File: src/rtl/mem_port_arbiter.sv
// mem_port_arbiter
//   Shares the single memory port between the icache (fetch) and the dcache
//   (ex_stage). The dcache normally wins a conflict. After STARVE_LIMIT
//   consecutive icache losses, the icache is forced to win. The block records
//   which client owns each outstanding load tag and routes each returning
//   tag/data pair only to that owner.
// Ports
//   clock, reset               system clock, synchronous active-high reset
//   ic_command/ic_addr         icache request (NONE or LOAD)
//   dc_command/dc_addr/dc_data dcache request (NONE, LOAD or STORE)
//   mem2proc_response          same-cycle acceptance tag (0 = rejected)
//   mem2proc_data/mem2proc_tag returning data and its tag (0 = none)
//   proc2mem_command/addr/data command, address and store data sent to memory
//   ic_grant/dc_grant          the client's request is on the bus this cycle
//   ic_response/dc_response    acceptance tag, gated by the client's grant
//   ic_tag/dc_tag              return tag, gated by ownership
//   ic_data/dc_data_out        returning data (qualified by *_tag)
//   outstanding                number of valid owner-table entries (registered)
//   orphan_err                 sticky: unowned return or overwritten live tag
module mem_port_arbiter #(
  parameter int unsigned XLEN         = 32,
  parameter int unsigned TAG_BITS     = 4,
  parameter int unsigned STARVE_LIMIT = 4
) (
  input  logic                clock,
  input  logic                reset,
  input  logic [1:0]          ic_command,
  input  logic [XLEN-1:0]     ic_addr,
  input  logic [1:0]          dc_command,
  input  logic [XLEN-1:0]     dc_addr,
  input  logic [63:0]         dc_data,
  input  logic [TAG_BITS-1:0] mem2proc_response,
  input  logic [63:0]         mem2proc_data,
  input  logic [TAG_BITS-1:0] mem2proc_tag,
  output logic [1:0]          proc2mem_command,
  output logic [XLEN-1:0]     proc2mem_addr,
  output logic [63:0]         proc2mem_data,
  output logic                ic_grant,
  output logic                dc_grant,
  output logic [TAG_BITS-1:0] ic_response,
  output logic [TAG_BITS-1:0] dc_response,
  output logic [TAG_BITS-1:0] ic_tag,
  output logic [TAG_BITS-1:0] dc_tag,
  output logic [63:0]         ic_data,
  output logic [63:0]         dc_data_out,
  output logic [TAG_BITS:0]   outstanding,
  output logic                orphan_err
);

  localparam int unsigned NUM = 1 << TAG_BITS;
  localparam int unsigned SW  = $clog2(STARVE_LIMIT + 1);
  localparam int unsigned CW  = TAG_BITS + 1;

  localparam logic [1:0] BUS_NONE = 2'd0;
  localparam logic [1:0] BUS_LOAD = 2'd1;

  localparam logic OWNER_IC = 1'b0;
  localparam logic OWNER_DC = 1'b1;

  logic [NUM-1:0] valid_q, valid_d;
  logic [NUM-1:0] owner_q, owner_d;
  logic [SW-1:0]  starve_q, starve_d;
  logic [CW-1:0]  outstanding_d;
  logic           orphan_d;

  logic ic_req, dc_req, starved;
  logic accept, accept_owner, ret_hit, ret_owner, overwrite;

  function automatic logic [CW-1:0] popcount(input logic [NUM-1:0] v);
    logic [CW-1:0] c;
    c = '0;
    for (int i = 0; i < NUM; i++) c = c + CW'(v[i]);
    return c;
  endfunction

  // Arbitration and request mux
  always_comb begin
    ic_req  = (ic_command != BUS_NONE);
    dc_req  = (dc_command != BUS_NONE);
    starved = (starve_q == SW'(STARVE_LIMIT));

    ic_grant = ic_req && (!dc_req || starved);
    dc_grant = dc_req && !ic_grant;

    proc2mem_command = BUS_NONE;
    proc2mem_addr    = '0;
    if (ic_grant) begin
      proc2mem_command = ic_command;
      proc2mem_addr    = ic_addr;
    end else if (dc_grant) begin
      proc2mem_command = dc_command;
      proc2mem_addr    = dc_addr;
    end
    proc2mem_data = dc_data;

    ic_response = ic_grant ? mem2proc_response : '0;
    dc_response = dc_grant ? mem2proc_response : '0;
  end

  // Return routing by recorded owner
  always_comb begin
    ret_hit   = (mem2proc_tag != '0) && valid_q[mem2proc_tag];
    ret_owner = owner_q[mem2proc_tag];
    ic_tag    = (ret_hit && ret_owner == OWNER_IC) ? mem2proc_tag : '0;
    dc_tag    = (ret_hit && ret_owner == OWNER_DC) ? mem2proc_tag : '0;
    ic_data     = mem2proc_data;
    dc_data_out = mem2proc_data;
  end

  // Owner-table, starvation counter and error next-state
  always_comb begin
    accept = (mem2proc_response != '0) &&
             ((ic_grant && ic_command == BUS_LOAD) ||
              (dc_grant && dc_command == BUS_LOAD));
    accept_owner = dc_grant ? OWNER_DC : OWNER_IC;

    valid_d = valid_q;
    owner_d = owner_q;
    // Return clears first so a same-cycle re-accept of that tag survives.
    if (ret_hit) valid_d[mem2proc_tag] = 1'b0;
    if (accept) begin
      valid_d[mem2proc_response] = 1'b1;
      owner_d[mem2proc_response] = accept_owner;
    end
    outstanding_d = popcount(valid_d);

    // A live tag being re-issued is only legal if it is returning this cycle.
    overwrite = accept && valid_q[mem2proc_response] &&
                !(ret_hit && mem2proc_tag == mem2proc_response);
    orphan_d  = orphan_err || overwrite ||
                ((mem2proc_tag != '0) && !valid_q[mem2proc_tag]);

    starve_d = starve_q;
    if (ic_req && !ic_grant) begin
      if (!starved) starve_d = starve_q + SW'(1);
    end else if (ic_grant && mem2proc_response != '0) begin
      starve_d = '0;
    end
  end

  // State registers
  always_ff @(posedge clock) begin
    if (reset) begin
      valid_q     <= '0;
      owner_q     <= '0;
      starve_q    <= '0;
      outstanding <= '0;
      orphan_err  <= 1'b0;
    end else begin
      valid_q     <= valid_d;
      owner_q     <= owner_d;
      starve_q    <= starve_d;
      outstanding <= outstanding_d;
      orphan_err  <= orphan_d;
    end
  end

endmodule

File: config.mk
export PLATFORM = sky130hd
export DESIGN_NAME = mem_port_arbiter
export DESIGN_NICKNAME = d
export VERILOG_FILES = /design/src/rtl/mem_port_arbiter.sv
export SDC_FILE = /design/constraint.sdc
export NUM_CORES = 1
export LEC_CHECK = 0
export ABC_AREA = 0
export CORE_AREA = 4 4 173 175
export DETAILED_ROUTE_END_ITERATION = 6
export DIE_AREA = 0 0 177 179
export RECOVER_POWER = 50
export SETUP_SLACK_MARGIN = 0.2
export SLEW_MARGIN = 20
export SYNTH_ARGS = -nofsm -noshare
export SYNTH_HDL_FRONTEND = slang
export SYNTH_SLANG_ARGS = --single-unit
File: constraint.sdc
create_clock -name clock -period 5.11 [get_ports clock]
set_input_delay 0.7665 -clock clock [delete_from_list [all_inputs] [get_ports clock]]
set_output_delay 0.7665 -clock clock [all_outputs]
set_load 0.05 [all_outputs]
### After elaboration in Yosys (flattened, before gate mapping)

Cells that the tools add are included.

| cells by class | value |
|---|---|
| $add $sub $neg | 16 |
| multipliers | 0 |
| divide/modulo/power cells | 0 |
| $lt $le $gt $ge | 4 |
| equality and inequality tests | 5 |
| shifts and indexed selects | 0 |
| multiplexer cells | 25 |
| bitwise gates (word level) | 4 |
| reduce and logical (&&, ||, !) cells | 30 |

Operators with widths:

| operator | count |
|---|---|
| $mux 32 | 2 |
| $add 5x1->5 | 11 |
| $mux 16 | 2 |
| $and 16x16->16 | 1 |
| $bwmux 16 | 1 |
| $logic_and 1x1->1 | 16 |
| $mux 4 | 4 |
| $not 16->16 | 1 |
| $or 16x16->16 | 1 |
| $bmux 1 s4 | 3 |
| $lt 4x5->1 const B | 2 |
| $mux 3 | 3 |
| $demux 1 s4 | 2 |
| $ge 4x1->1 const B | 2 |
| $reduce_bool 4->1 | 2 |
| $mux 1 | 6 |
| $reduce_bool 2->1 | 3 |
| $add 4x1->5 | 1 |
| $add 3x1->4 | 1 |
| $eq 2x1->1 const B | 2 |
| $eq 4x4->1 | 1 |
| $logic_not 1->1 | 4 |
| $logic_or 1x1->1 | 4 |
| $mux 2 | 2 |
| other kinds (7) | 7 |

| storage, ports and cells | value |
|---|---|
| register bits | 41 |
| latch bits | 0 |
| bits in writable memories | 0 |
| bits in read-only memories | 0 |
| input port bits | 206 |
| output and inout bits | 250 |
| word-level logic and storage cells | 89 |
| memories kept | 0 |

### Longest topological paths before layout

Gate-level depths: netlist of the first run.

| depth | value |
|---|---|
| depth after elaboration | 25 |
| mapped depth | 20 |
| mapped depth without buffers | 20 |

### Least setup slack after synthesis of the first run

Ideal clock, no wire load.

| timing | value |
|---|---|
| path kind | input to register |
| start point | in mem2proc_tag[1] |
| end point | reg outstanding[4] |
| setup time | 0.131 ns |
| arrival | 4.875 ns |
| path slack | 0.104 ns |
| cell stages on the path | 17 |
| buffers on the path | 2 |
| path through | buf_6 mux2i_1 and2_1 or4_1 buf_2 nor3_1 o21ai_0 fa_1 inv_1 fa_1 fa_1 inv_1 fa_1 ha_1 fa_1 a21oi_1 nor3b_1 |

| between the ends | value |
|---|---|
| cells in the longest elaborated chain, start to end | 24 |
| elaborated cells between the ends (all ways) | 29 |
| classes of those cells | add/sub: 15; order compare: 2; mux: 6; bitwise: 3; reduce/logical: 3 |

Ends and longest elaborated chain:

| what | line | text |
|---|---|---|
| start: declaration | 34 | `input logic [TAG_BITS-1:0] mem2proc_tag,` |
| $lt 4x5->1 (not written as such) or $ge 4x1->1 (tied branches) | 120 | `if (ret_hit) valid_d[mem2proc_tag] = 1'b0;` |
| $logic_and 1x1->1 (not written as such) | 120 |  |
| $mux 1 (not written as such) | 120 |  |
| $demux 1 s4 | 120 |  |
| $not 16->16 (no line) | -- |  |
| $and 16x16->16 (no line) | -- |  |
| $mux 16 (*) | 120 |  |
| $or 16x16->16 (no line) | -- |  |
| $mux 16 (*) | 121 | `if (accept) begin` |
| via valid_d[1] | 60 | `logic [NUM-1:0] valid_q, valid_d;` |
| $add 1x1->2 (*) | 72 | `for (int i = 0; i < NUM; i++) c = c + CW'(v[i]);` |
| $add 2x1->3 (*) | 72 |  |
| $add 3x1->4 (*) | 72 |  |
| $add 4x1->5 (*) | 72 |  |
| $add 5x1->5 (*) (11 in a row) | 72 |  |
| end signal: assignment | 153 | `outstanding <= outstanding_d;` |
| end: declaration | 46 | `output logic [TAG_BITS:0] outstanding,` |

Mark *: on every way through the listed nets, which the timed path passes. The rest lies on a longest branch. The select of a mux whose other input is x is not followed.
A chain may end at the register's enable or synchronous reset.

### Final worst setup path of the first run

| timing | value |
|---|---|
| start point | in mem2proc_tag[1] |
| end point | reg outstanding[4] |

| between the ends | value |
|---|---|
| elaborated cells between the ends (all ways) | 29 |
| classes of those cells | add/sub: 15; order compare: 2; mux: 6; bitwise: 3; reduce/logical: 3 |

RTL lines:

| what | line |
|---|---|
| $lt 4x5->1 (not written as such) or $ge 4x1->1 (tied branches) | 120 |
| $logic_and 1x1->1 (not written as such) | 120 |
| $mux 1 (not written as such) | 120 |
| $demux 1 s4 | 120 |
| $not 16->16 (no line) | -- |
| $and 16x16->16 (no line) | -- |
| $mux 16 (*) | 120 |
| $or 16x16->16 (no line) | -- |
| $mux 16 (*) | 121 |
| via valid_d[3] | 60 |
| $add 3x1->4 (*) | 72 |
| $add 4x1->5 (*) | 72 |
| $add 5x1->5 (*) (11 in a row) | 72 |

Marked as above.

==> results.json, run 1 <==
{
  "worstMarginPinSlew_ns": 0.648,
  "worst-path-max-fanout": 5,
  "hold_viol_final": 0,
  "power.leakage_nw": 2.31,
  "synthArstFlopShare_pct": 0,
  "timing.hold.ws_ns": 0.463,
  "grt_overflow": 0,
  "synthFlopType": "dfxtp_1",
  "cts_buffer_depth": 2,
  "ys_seq_area_share_pct": 17.7,
  "tns_ns": 0,
  "worst_ep_arrival_time_ns": 4.98,
  "dr.first_iter.drc_count": 289,
  "ir_drop_mv": 0.112,
  "instances_no_fill": 931,
  "critPathCaptureType": "register",
  "nets": 769,
  "final_core_util_pct": 19.9,
  "clk_pin_slew_worst_paths_ns": 0.07,
  "post_drt_wl_per_cell_um": 16.2,
  "ff2ff_setup_slack_ns": 0.48,
  "root_buffer": "clkbuf_16",
  "timing.fmax_ghz": 0.207,
  "clock_skew_ns": 0.00460,
  "place_inst": 914,
  "finalSetupViolations": 0,
  "h-tree-depth": 2,
  "tritoncts": "yes",
  "rows": 62,
  "slew_viol_final": 0,
  "grt.total_usage_pct": 8.84,
  "synth_edf_count": 0,
  "fin_ws_ns": 0.288,
  "final_common_cell": "clkdlybuf4s50_1",
  "period_share_pct": 94.4,
  "drc": 0,
  "syn-num-nets": 780,
  "syn_area_um2": 4630,
  "netlist_instances": 557,
  "num_antenna_cells": 0,
  "port_buffers": 135,
  "slew_headroom_pct": 56.3,
  "rsz0062_at_grt": "no",
  "postPlaceCellArea_um2": 5370,
  "ys_types": 55,
  "syn_avg_cell_area_um2": 8.32,
  "drt-total-wl_um": 15100,
  "worstPathRequired_ns": 5.27,
  "gp_congestion": 0.874,
  "dp_hpwl_um": 12200,
  "clock_latency_ns": 0.29,
  "ys_warn_count": 0,
  "cts_made_buffers": 5,
  "dp_slack_ns": -0.465,
  "areaGrowthSynthToFinish_pct": 22.2,
  "via_per_inst": 3.93,
  "path_class": "primary input to register",
  "cts.sinks": 41,
  "die_w_um": 177,
  "synth-seq-cells": 41,
  "drtPass1Iterations": 5,
  "period_minus_slack_ns": 4.82,
  "start_kind": "primary input",
  "status": "finished, final reports clean",
  "die_h_um": 179,
  "maxCapViolations": 0,
  "antenna_left": 0,
  "holdCritPathClass": "register to register",
  "grt_max_degree": 38,
  "grt_pass1_wl_um": 21400,
  "start_util_pct": 16.3,
  "drive_gt1_share_pct": 23.9,
  "p_total_mw": 1.11,
  "dieArea_um2": 31700,
  "powerDensity_nw_per_um2": 197,
  "num_vias": 3662,
  "antenna_found_initial": 0,
  "final_cell_mix": "clkdlybuf4s50_1 (121), buf_4 (73), dfxtp_1 (41)",
  "coreArea_um2": 28500,
  "num_io_pins": 456,
  "final_area_um2": 5660,
  "grt_pass1_vias": 3597
}
## metal layers
layer  global-route usage (%)  vias to the layer above  wire length [um]
met5                        0                        -                 0
met1                     11.3                     1681              6080
met3                     3.82                       87              1670
met4                     4.96                        0               895
met2                     12.4                      203              6440
li1                         -                     1691                 -
## sequential cells by signal, summed over array words and instances (netlist names)
register	count
orphan_err	1
outstanding	5
owner_q	16
starve_q	3
valid_q	16
## power breakdown
group,switching (mW),internal (mW)
Sequential,0.00550,0.328
Combinational,0.261,0.197
Clock,0.140,0.181
Total,0.406,0.706
## worst max-delay path: stages
cell and delay (ns):
buf_2 0.10, buf_6 0.12, mux2i_1 0.13, and2_4 0.16
or4_4 0.55, nor3_4 0.22, o21ai_2 0.09, fa_1 0.52
inv_1 0.06, fa_1 0.45, fa_2 0.54, inv_2 0.04
fa_1 0.45, ha_2 0.20, fa_2 0.37, a21oi_2 0.14
nor3b_1 0.07
## logic make-up after synthesis
| family | share of synthesized area [%] |
|---|---|
| buffers and inverters | 36.1 |
| AND/OR/NAND/NOR | 13.1 |
| AO/OA/AOI/OAI | 17.4 |
| multiplexers | 8.35 |
| adder cells (fa/ha/maj) | 6.21 |
| flip-flops | 17.7 |
| XOR/XNOR | 1.13 |
## area by class of cell
| class | instances | area [um2] |
|---|---|---|
| clock buffer | 6 | 129 |
| clock inverter | 2 | 15.0 |
| fill | 3131 | 22800 |
| inverter | 22 | 85.1 |
| multi-input combinational | 271 | 2250 |
| sequential | 41 | 821 |
| tap | 384 | 480 |
| timing repair buffer | 205 | 1880 |
## synth_stat cells (5+ instances only)
cell type / n / area [um2]
o211ai_1: 11 / 82.6
a21boi_0: 5 / 37.5
a21oi_1: 11 / 55.1
nand2b_1: 7 / 43.8
mux4_2: 7 / 158
nor2_1: 28 / 105
inv_1: 20 / 75.1
nand2_1: 13 / 48.8
a311oi_1: 6 / 52.6
mux2_2: 5 / 56.3
o21ai_0: 19 / 95.1
mux2i_1: 12 / 120
fa_1: 10 / 200
buf_2: 7 / 35.0
ha_1: 7 / 87.6
clkbuf_1: 17 / 63.8
nand3_1: 5 / 25.0
xor2_1: 5 / 43.8
dfxtp_1: 41 / 821
nor3_1: 6 / 30.0
and2_1: 23 / 144
a22o_1: 33 / 289
buf_4: 192 / 1440
nor2b_1: 16 / 100
nand4_1: 6 / 37.5
## worst paths after layout
kind,cells after the start,end,startpoint
max,17,outstanding[4]$_SDFF_PP0_,mem2proc_tag[1]
min,2,owner_q[7]$_SDFFE_PP0P_,owner_q[7]$_SDFFE_PP0P_
max reg2reg,19,outstanding[4]$_SDFF_PP0_,starve_q[0]$_SDFFE_PP0P_
min reg2reg,2,owner_q[7]$_SDFFE_PP0P_,owner_q[7]$_SDFFE_PP0P_
## timing repair
action,CTS,global route
hold buffers,0,0
buffers inserted,7,2
gates resized for setup,12,25
pin swaps,10,13
gates cloned,0,0
endpoints found under the setup margin,5,4
(Power assumes the default switching activity.)
==> run 2, diff against run 1 <==
--- a/config.mk
+++ b/config.mk
@@ -6,9 +6,9 @@
 export NUM_CORES = 1
 export LEC_CHECK = 0
 export ABC_AREA = 0
-export CORE_AREA = 4 4 173 175
+export CORE_AREA = 4 4 174 176
 export DETAILED_ROUTE_END_ITERATION = 6
-export DIE_AREA = 0 0 177 179
+export DIE_AREA = 0 0 178 180
 export RECOVER_POWER = 50
 export SETUP_SLACK_MARGIN = 0.2
 export SLEW_MARGIN = 20
==> constraint.sdc (replaced) <==
create_clock -name clock -period 5.6 [get_ports clock]
set_input_delay 0.56 -clock clock [delete_from_list [all_inputs] [get_ports clock]]
set_output_delay 0.56 -clock clock [all_outputs]
set_load 0.05 [all_outputs]
==> run 2 against run 1 <==
First-iteration DRC count decreased by 24%. Total power shrank 7.8%. Core utilization shrank 1.5 points. Final cell count shrank 4.6%.
==> results.json, run 2 (same netlist as run 1, synthesis figures left out) <==
{
  "die_h_um": 180,
  "cts_setup_buffers": 0,
  "worstMarginPinSlew_ns": 0.905,
  "timing.fmax_ghz": 0.197,
  "period_minus_slack_ns": 5.09,
  "cp_common_cell": "fa_1",
  "cts_buffer_depth": 2,
  "drive_gt1_share_pct": 11.9,
  "p_total_mw": 1.03,
  "grt_max_degree": 39,
  "seq_power_share_pct": 29.7,
  "final_cell_mix": "clkdlybuf4s50_1 (134), dfxtp_1 (41), a22o_1 (33)",
  "status": "finished, final reports clean",
  "ir_drop_mv": 0.0829,
  "grt_pass1_wl_um": 20900,
  "finalSetupViolations": 0,
  "pwr-share-comb_pct": 38.1,
  "crit_slowest_cell": "fa_1",
  "tritoncts": "yes",
  "num_antenna_cells": 0,
  "holdCritPathClass": "register to register",
  "startpoint": "mem2proc_tag[3]",
  "clock_latency_ns": 0.29,
  "port_buffers": 135,
  "nets": 727,
  "die_w_um": 178,
  "dr.first_iter.drc_count": 221,
  "postPlaceCellArea_um2": 5100,
  "hold_viol_final": 0,
  "switching_share_pct": 34.8,
  "post_drt_wl_per_cell_um": 16.0,
  "worst_ep_arrival_time_ns": 5.25,
  "h-tree-depth": 2,
  "grt_pass1_vias": 3492,
  "slew_viol_final": 0,
  "critPathBufInv": 4,
  "crit_family": "adder cells",
  "worst-path-max-fanout": 9,
  "cts_made_buffers": 5,
  "start_util_pct": 16.2,
  "num_vias": 3524,
  "root_buffer": "clkbuf_16",
  "power_report.internal_total_uw": 669,
  "power_switching_uw": 357,
  "path_class": "primary input to register",
  "coreArea_um2": 28600,
  "areaGrowthSynthToFinish_pct": 13.7,
  "final_area_um2": 5270,
  "grt_overflow": 0,
  "drt-total-wl_um": 14200,
  "dp_hpwl_um": 11600,
  "num_io_pins": 456,
  "antenna_found_initial": 0,
  "place_inst": 881,
  "reg2reg_from": "starve_q[0]$_SDFFE_PP0P_",
  "dieArea_um2": 32000,
  "drc": 0,
  "clk_pin_slew_worst_paths_ns": 0.06,
  "cts.sinks": 41,
  "reg_top3": "owner_q x16, valid_q x16, outstanding x5",
  "path_cells": "clkdlybuf4s50_1 > buf_4 > nand2_1 > o22ai_1 > or4_4 > nor3_1 > o21ai_0 > fa_1 > inv_1 > fa_1 > fa_1 > inv_1 > fa_1 > ha_1 > fa_1 > a21oi_1 > nor3b_1",
  "hp-start": "owner_q[0]$_SDFFE_PP0P_",
  "clock_skew_ns": 0.00366,
  "clockPowerShare_pct": 32.2,
  "via_per_inst": 3.97,
  "grt.total_usage_pct": 8.40,
  "maxCapViolations": 0,
  "period_share_pct": 90.8,
  "power.leakage_nw": 2.06,
  "start_kind": "primary input",
  "critPathCaptureType": "register",
  "instances_no_fill": 888,
  "worstPathRequired_ns": 5.76,
  "tns_ns": 0,
  "num-fill-cells": 3206,
  "antenna_left": 0,
  "powerDensity_nw_per_um2": 195,
  "drtPass1Iterations": 5,
  "gp_congestion": 0.825,
  "slew_headroom_pct": 39.5,
  "cpPeakStageDelay_ns": 0.56,
  "rsz0062_at_grt": "no",
  "timing.hold.ws_ns": 0.468,
  "rows": 62,
  "final_common_cell": "clkdlybuf4s50_1"
}
run 2: cell count changes in the layout (fill, tap and decap cells not counted), sizes merged:
cell and change:
dlymetal6s2s -1, clkinv +1, clkbuf -2, dlygate4sd2 -2, clkdlybuf4s15 -1, clkinvlp -2
bufinv +1, clkdlybuf4s50 +13, buf -50
run 2: through the flow:
stage / worst slack, ns / utilization [%]
after detailed placement: 0.0119 / 17.8
final: 0.515 / 18.4
after global routing: 0.226 / 18.4
after floorplan: 0.801 / -
after CTS: 0.294 / 18.4
after global placement: 0.151 / 17.8
run 2: per-layer routing:
| layer | GRT usage, % | routed length, um |
|---|---|---|
| met2 | 12.5 | 6240 |
| met3 | 3.26 | 1480 |
| met4 | 4.15 | 663 |
| met1 | 10.6 | 5830 |
| met5 | 0 | 0 |
run 2: layout make-up:
cell class              count  area, um2  area share [%]
inverters                  22       82.6            1.57
repair buffers            163       1560            29.7
flip-flops and latches     41        821            15.6
clock buffers               5        125            2.38
well taps                 384        480            9.12
multi-input cells         271       2160            41.0
clock inverters             2       35.0           0.665
run 2: what timing repair did:
action / 4_1_cts / 5_1_grt
endpoints found under the hold margin: 0 / 0
gates resized for setup: 0 / 2
hold buffers: 0 / 0
endpoints found under the setup margin: 0 / 4
run 2: final timing paths:
| path | to | slack [ns] | depth (start not counted) |
|---|---|---|---|
| setup / recovery | outstanding[4]$_SDFF_PP0_ | 0.51 | 17 |
| hold / removal | owner_q[0]$_SDFFE_PP0P_ | 0.47 | 1 |
| setup reg to reg | outstanding[4]$_SDFF_PP0_ | 0.87 | 18 |
| hold reg to reg | owner_q[0]$_SDFFE_PP0P_ | 0.47 | 1 |
run 2: power by group through the flow:
stage	sequential [mW]	clock (mW)	combinational, mW
6_report	0.305	0.330	0.391
3_5_place_dp	0.312	0	0.392
5_1_grt	0.306	0.353	0.416
4_1_cts	0.305	0.338	0.394
2_1_floorplan	0.322	0	0.588
3_3_place_gp	0.312	0	0.391
==> run 3, diff against run 2 <==
--- a/config.mk
+++ b/config.mk
@@ -7,6 +7,7 @@
 export LEC_CHECK = 0
 export ABC_AREA = 0
 export CORE_AREA = 4 4 174 176
+export CTS_CLUSTER_SIZE = 20
 export DETAILED_ROUTE_END_ITERATION = 6
 export DIE_AREA = 0 0 178 180
 export RECOVER_POWER = 50
==> results of run 3 <==
Final layout, timing and power as in run 2 (identical DEF).
